## src/rtl/uart_boot_loader.sv

```systemverilog
// UART boot loader: receives a length-prefixed, XOR-checksummed program image byte by byte
// and writes it word by word into instruction memory starting at BASE_ADDR.
module uart_boot_loader #(
  parameter int unsigned            ADDR_WIDTH     = 32,
  parameter logic [ADDR_WIDTH-1:0]  BASE_ADDR      = '0,
  parameter int unsigned            MAX_WORDS      = 1024,
  parameter int unsigned            TIMEOUT_CYCLES = 117200
) (
  input  logic                  clk,
  input  logic                  rst_n,
  input  logic                  start,
  input  logic [9:0]            rx_frame,
  input  logic                  rx_status,
  output logic                  rx_read_enable,
  output logic                  mem_we,
  output logic [ADDR_WIDTH-1:0] mem_addr,
  output logic [31:0]           mem_wdata,
  output logic                  busy,
  output logic                  done,
  output logic                  error,
  output logic [2:0]            err_code
);

  localparam int unsigned TW = (TIMEOUT_CYCLES > 1) ? $clog2(TIMEOUT_CYCLES) : 1;

  typedef enum logic [2:0] {
    StIdle, StLen, StData, StWrite, StCsum, StDone, StError
  } state_e;

  state_e                r_state, w_state_next;
  logic                  r_rx_status_q;
  logic [31:0]           r_len, w_len_next;
  logic [31:0]           r_word, w_word_next;
  logic [31:0]           r_word_cnt, w_word_cnt_next;
  logic [1:0]            r_byte_cnt, w_byte_cnt_next;
  logic [7:0]            r_csum, w_csum_next;
  logic [TW-1:0]         r_timer, w_timer_next;
  logic [ADDR_WIDTH-1:0] r_mem_addr, w_mem_addr_next;
  logic [31:0]           r_mem_wdata, w_mem_wdata_next;
  logic [2:0]            r_err_code, w_err_code_next;

  logic                  w_rx_active;
  logic                  w_accept;
  logic                  w_frame_bad;
  logic [7:0]            w_byte;
  logic [31:0]           w_len_shift;
  logic [31:0]           w_word_shift;

  assign w_rx_active  = (r_state == StLen) || (r_state == StData) || (r_state == StCsum);
  assign w_accept     = w_rx_active && rx_status && !r_rx_status_q;
  assign w_byte       = rx_frame[8:1];
  assign w_frame_bad  = rx_frame[0] || !rx_frame[9];
  // Little-endian assembly: each new byte enters at the top and moves down.
  assign w_len_shift  = {w_byte, r_len[31:8]};
  assign w_word_shift = {w_byte, r_word[31:8]};

  always_comb begin
    w_state_next     = r_state;
    w_len_next       = r_len;
    w_word_next      = r_word;
    w_word_cnt_next  = r_word_cnt;
    w_byte_cnt_next  = r_byte_cnt;
    w_csum_next      = r_csum;
    w_timer_next     = r_timer;
    w_mem_addr_next  = r_mem_addr;
    w_mem_wdata_next = r_mem_wdata;
    w_err_code_next  = r_err_code;

    unique case (r_state)
      StIdle, StDone, StError: begin
        if (start) begin
          w_state_next    = StLen;
          w_len_next      = '0;
          w_word_next     = '0;
          w_word_cnt_next = '0;
          w_byte_cnt_next = '0;
          w_csum_next     = '0;
          w_timer_next    = '0;
          w_err_code_next = 3'd0;
        end
      end
      StLen, StData, StCsum: begin
        if (w_accept) begin
          w_timer_next    = '0;
          w_byte_cnt_next = r_byte_cnt + 2'd1;
          if (w_frame_bad) begin
            w_state_next    = StError;
            w_err_code_next = 3'd1;
          end else if (r_state == StLen) begin
            w_len_next = w_len_shift;
            if (r_byte_cnt == 2'd3) begin
              if ((w_len_shift == 32'd0) || (w_len_shift > 32'(MAX_WORDS))) begin
                w_state_next    = StError;
                w_err_code_next = 3'd2;
              end else begin
                w_state_next = StData;
              end
            end
          end else if (r_state == StData) begin
            w_word_next = w_word_shift;
            w_csum_next = r_csum ^ w_byte;
            if (r_byte_cnt == 2'd3) begin
              w_state_next     = StWrite;
              w_mem_addr_next  = BASE_ADDR + ADDR_WIDTH'({r_word_cnt, 2'b00});
              w_mem_wdata_next = w_word_shift;
            end
          end else begin
            if (w_byte != r_csum) begin
              w_state_next    = StError;
              w_err_code_next = 3'd3;
            end else begin
              w_state_next = StDone;
            end
          end
        end else if (r_timer == TW'(TIMEOUT_CYCLES - 1)) begin
          w_state_next    = StError;
          w_err_code_next = 3'd4;
        end else begin
          w_timer_next = r_timer + 1'b1;
        end
      end
      StWrite: begin
        w_word_cnt_next = r_word_cnt + 32'd1;
        w_state_next    = ((r_word_cnt + 32'd1) == r_len) ? StCsum : StData;
      end
      default: w_state_next = StIdle;
    endcase
  end

  always_ff @(posedge clk or negedge rst_n) begin
    if (!rst_n) begin
      r_state       <= StIdle;
      r_rx_status_q <= 1'b0;
      r_len         <= '0;
      r_word        <= '0;
      r_word_cnt    <= '0;
      r_byte_cnt    <= '0;
      r_csum        <= '0;
      r_timer       <= '0;
      r_mem_addr    <= '0;
      r_mem_wdata   <= '0;
      r_err_code    <= '0;
    end else begin
      r_state       <= w_state_next;
      r_rx_status_q <= rx_status;
      r_len         <= w_len_next;
      r_word        <= w_word_next;
      r_word_cnt    <= w_word_cnt_next;
      r_byte_cnt    <= w_byte_cnt_next;
      r_csum        <= w_csum_next;
      r_timer       <= w_timer_next;
      r_mem_addr    <= w_mem_addr_next;
      r_mem_wdata   <= w_mem_wdata_next;
      r_err_code    <= w_err_code_next;
    end
  end

  assign rx_read_enable = w_rx_active;
  assign busy           = w_rx_active || (r_state == StWrite);
  assign mem_we         = (r_state == StWrite);
  assign mem_addr       = r_mem_addr;
  assign mem_wdata      = r_mem_wdata;
  assign done           = (r_state == StDone);
  assign error          = (r_state == StError);
  assign err_code       = r_err_code;

endmodule

```

## config.mk

```make
export PLATFORM = sky130hd
export DESIGN_NAME = uart_boot_loader
export DESIGN_NICKNAME = d
export VERILOG_FILES = /design/src/rtl/uart_boot_loader.sv
export SDC_FILE = /design/constraint.sdc
export NUM_CORES = 1
export LEC_CHECK = 0
export CAP_MARGIN = 20
export CELL_PAD_IN_SITES_DETAIL_PLACEMENT = 1
export CELL_PAD_IN_SITES_GLOBAL_PLACEMENT = 1
export CORE_MARGIN = 3
export CORE_UTILIZATION = 30
export DETAILED_ROUTE_END_ITERATION = 8
export PLACE_DENSITY_LB_ADDON = 0.08
export SYNTH_ARGS = -nofsm -noshare
export SYNTH_HDL_FRONTEND = slang
export SYNTH_SLANG_ARGS = --single-unit
```

## constraint.sdc

```tcl
create_clock -name clk -period 4.2 [get_ports clk]
set_input_delay 0.63 -clock clk [delete_from_list [all_inputs] [get_ports clk]]
set_output_delay 0.63 -clock clk [all_outputs]
set_load 0.05 [all_outputs]
```

==> reports/metrics.sh <==
RUN_STATUS='finished, final reports clean'
DRT-PASS1-ITER-COUNT=5
MAX-CAP-VIOLATIONS=0
SYN_INST=927
ROWS=63
WORST_HOLD_SLACK_NS=0.2273
SETUP.WORST_PATH.END_CLASS='output pin'
FMAX_MHz=277.4
NUM_PORTS=86
NUMBER_OF_INSERTED_FILLER_CELLS_IN_THE_FINAL_LAYOUT=3340
FP.DIEH_UM=180.0
AREA_GROWTH_PCT=20.26
GRT_ANTENNA_BEFORE_REPAIR=0
CTS-HTREE-LEVELS=4
WORST_SLEW_PIN_SLEW_NS=0.9573
SEQ_AREA_FRAC_SYNTH_PCT=50.69
HPWL_MM=17.29
GRT_PASS1_VIAS=7474
DRT_DRC_VIOLATIONS_LEFT=0
GLOBALROUTETOTALUTIL_PCT=15.96
GRT_SETUP_UNREPAIRED='no'
CRITICAL-PATH-MAX-STAGE-DELAY_NS=0.89
POWER.SWITCHING_FRACTION_PCT=43.48
POSTCTSHOLDBUFS=0
MAX-VDD-IR-DROP_uV=435.9
PATH_MAX_FANOUT=36
CTS_MADE_BUFFERS=17
CLOCKROOTBUFFER='sky130_fd_sc_hd__clkbuf_16'
FIN_WORST_SKEW_NS=0.01842
ANT_NETS=0
PLACEMENT.IO_BUFFERS=83
CLOCK_BUFFER_DEPTH=2
GRT_MAX_DEGREE=77
MULTI_INPUT_AREA_UM2=4179
YOSYS.CELL_TYPES.COUNT=61
DRT-INITIAL-DRC-COUNT=313
CLK_LATENCY_NS=0.45
ROUTE.DETAILED.VIAS_PER_INST=5.106
SYNTH_WARN=0
ANTENNA_CELLS_INSERTED=0
P_INT_W=0.003510
POSTCTSSETUPREPAIRBUFS=0
FINAL_LAYOUT_SIZE_SUFFIX_GT1_SHARE_PCT=12.11
CP_SLOWEST_CELL='sky130_fd_sc_hd__clkdlybuf4s50_1'
COMB_POWER_SHARE_PCT=34.5
DRV_SLEW=0
SETUP_TNS_NS=0
POST_SYNTH.CELL_AREA_AVG_UM2=9.799
CORE_UM2=29720
POWER_DENSITY_nW_PER_UM2=568.5
SLEW_HEADROOM_PCT=36.18
WORST_HOLD_PATH_TYPE='in2async'
YS_FF_LATCH=184
TRITONCTS='built'
LAYOUT.CELLS.MOST_COMMON_LIST='sky130_fd_sc_hd__dfrtp_1 (184), sky130_fd_sc_hd__nand2_1 (145), sky130_fd_sc_hd__o21ai_0 (117)'
GRT-OVFL-TOTAL=0
WL_PER_INSTANCE_UM=18.42
FINAL_NET_COUNT=1003
CP.REQUIRED_NS=3.57
ASYNC_RESET_FF_SHARE_PCT=100.0
POST_CTS.RESIZED_INSTANCES=0
SHARE_CLK_OF_TOTAL_POWER_PCT=28.7
SETUP.WORST_PATH.START_CLASS='flop'
DIE-AREA_UM2=32400
PERIOD_SHARE_PCT=85.84
MAPPEDNETLISTAREA_UM2=9084
GLOBALPLACE.CONGESTION=0.7558
FINAL_COMMON_CELL='sky130_fd_sc_hd__dfrtp_1'
SETUP_VIOLATIONS_FINAL=0
PERIOD_NEEDED_NS=3.605
DIE_W_UM=180.0
TOTAL_POWER_W=0.006210
WORST-ENDPOINT-ARRIVAL_NS=2.98
EDFF_COUNT_SYNTH=0
CLOCK_SINK_COUNT=184
SEQUENTIAL_CELL_AREA_UM2=4604
CLKSLEWWORSTSETUPHOLDPATHS_NS=0.08
PATH_CELLS='nand2b_1 -> o22a_1 -> inv_2 -> buf_4 -> clkdlybuf4s50_1'
POWER.NET_SWITCHING_W=0.002700
START_UTIL_PCT=30.57
TIMING_WORST_SETUP_PATH_TYPE='reg2out'
DRT_WIRELENGTH_MM=25.58
POWER.STATIC_LEAKAGE_nW=4.698
DOMINANTREGCELLSYNTH='sky130_fd_sc_hd__dfrtp_1'
NUM_VIAS=7092
SEQUENTIALPOWERSHARE_PCT=36.8
GRT_FIRST_PASS_WIRELENGTH_MM=42.28
FINAL-HOLD-VIOLATION-COUNT=0
==> power by group through the flow <==
stage / clock network (W) / logic [W] / registers (W)
global placement: 0 / 0.00217 / 0.00232
CTS: 0.00185 / 0.00220 / 0.00229
finish: 0.00178 / 0.00214 / 0.00229
global route: 0.00191 / 0.00241 / 0.00233
detailed placement: 0 / 0.00219 / 0.00233
floorplan: 0 / 0.00151 / 0.00221
==> cell type report <==
class / instances / share of cell area (%)
repair buffers: 97 / 8.693
well taps: 390 / 4.467
inverters: 13 / 0.4467
flip-flops and latches: 184 / 42.15
multi-input cells: 673 / 38.25
clock buffers: 17 / 3.894
clock inverters: 15 / 2.096
==> cell usage after synthesis (3+ instances only) <==
library cell	instances	area share, %
sky130_fd_sc_hd__mux2i_1	3	0.33
sky130_fd_sc_hd__a211oi_1	4	0.33
sky130_fd_sc_hd__buf_1	3	0.12
sky130_fd_sc_hd__o31ai_1	11	0.91
sky130_fd_sc_hd__a21oi_1	25	1.4
sky130_fd_sc_hd__inv_1	11	0.45
sky130_fd_sc_hd__mux2_2	58	7.2
sky130_fd_sc_hd__and2_1	5	0.34
sky130_fd_sc_hd__buf_2	3	0.17
sky130_fd_sc_hd__o41ai_1	5	0.48
sky130_fd_sc_hd__nand3_1	16	0.88
sky130_fd_sc_hd__a22o_1	19	1.8
sky130_fd_sc_hd__nor3_1	12	0.66
sky130_fd_sc_hd__buf_6	4	0.50
sky130_fd_sc_hd__o211ai_1	4	0.33
sky130_fd_sc_hd__nor2_1	69	2.9
sky130_fd_sc_hd__xor2_1	21	2.0
sky130_fd_sc_hd__or2_2	3	0.21
sky130_fd_sc_hd__a21o_1	3	0.25
sky130_fd_sc_hd__and3_1	8	0.55
sky130_fd_sc_hd__nand4b_1	3	0.29
sky130_fd_sc_hd__nand2b_1	5	0.34
sky130_fd_sc_hd__nand2_1	146	6.0
sky130_fd_sc_hd__clkbuf_1	40	1.7
sky130_fd_sc_hd__and4_1	6	0.58
sky130_fd_sc_hd__a31oi_1	4	0.28
sky130_fd_sc_hd__xnor2_1	46	4.4
sky130_fd_sc_hd__or4_1	4	0.33
sky130_fd_sc_hd__dfrtp_1	184	51
sky130_fd_sc_hd__o21ai_0	117	6.4
sky130_fd_sc_hd__buf_4	7	0.58
sky130_fd_sc_hd__nor2b_1	3	0.21
sky130_fd_sc_hd__nand4_1	18	1.2
sky130_fd_sc_hd__or3_1	6	0.41
sky130_fd_sc_hd__ha_1	3	0.41
sky130_fd_sc_hd__nor4_1	17	1.2
==> worst paths after layout <==
check                                          startpoint                  endpoint  slack (ns)  cells past startpoint
worst max-delay path               r_state[2]$_DFFE_PN0P_            rx_read_enable        0.59                      5
worst min-delay path                                rst_n  mem_addr[19]$_DFFE_PN0P_        0.23                      1
worst max register to register  r_word_cnt[4]$_DFFE_PN0P_    r_state[1]$_DFFE_PN0P_        1.10                      8
worst min register to register   mem_addr[14]$_DFFE_PN0P_  mem_addr[14]$_DFFE_PN0P_        0.49                      2
max in group asynchronous                           rst_n      r_len[7]$_DFFE_PN0P_        2.96                      2
min in group clk                 mem_addr[14]$_DFFE_PN0P_  mem_addr[14]$_DFFE_PN0P_        0.49                      2
==> state kept, by name, indices dropped and copies added, names as in the netlist <==
register and count:
mem_wdata 32, r_len 32, r_word_cnt 32, mem_addr 30, r_word 24, r_timer 17
r_csum 8, err_code 3, r_state 3, r_byte_cnt 2, r_rx_status_q 1
==> critical path: cells and delay by family, from the launching register on <==
kind,cells,cell delay (ns)
DFF,1,0.62
AOI/OAI and AO/OA,1,0.34
buffers and inverters,3,1.35
and+or+nand+nor,1,0.21
==> stage by stage <==
step | util (%) | cell area [um2] | std cells | setup WS [ns]
6_report | 36.76 | 10920 | 1389 | 0.5948
5_1_grt | 36.76 | 10920 | 1389 | 0.4473
4_1_cts | 36.76 | 10920 | 1389 | 0.5430
3_5_place_dp | 34.56 | 10270 | 1357 | 0.9320
3_3_place_gp | 34.56 | 10270 | 1357 | 0.9424
2_1_floorplan | - | 9087 | 928 | 1.613
==> per-layer routing <==
| layer | vias to the layer above | track usage, % | share of wire, % |
|---|---|---|---|
| met5 | - | 0 | 0 |
| met4 | 0 | 3.715 | 1.1 |
| met3 | 17 | 2.321 | 2.9 |
| met2 | 109 | 25.84 | 46 |
| met1 | 3581 | 22.77 | 50 |
| li1 | 3385 | - | - |
==> logic make-up after synthesis <==
group	after synthesis	share of synthesized area [%]
buffers and inverters	71	3.609
AO/OA/AOI/OAI	208	13.71
other	1	0.04128
flip-flops	184	50.69
adder cells (fa/ha/maj)	3	0.4133
XOR/XNOR	67	6.460
AND/OR/NAND/NOR	332	17.56
multiplexers	61	7.521
Note: power is estimated with default switching activity, not from simulation.
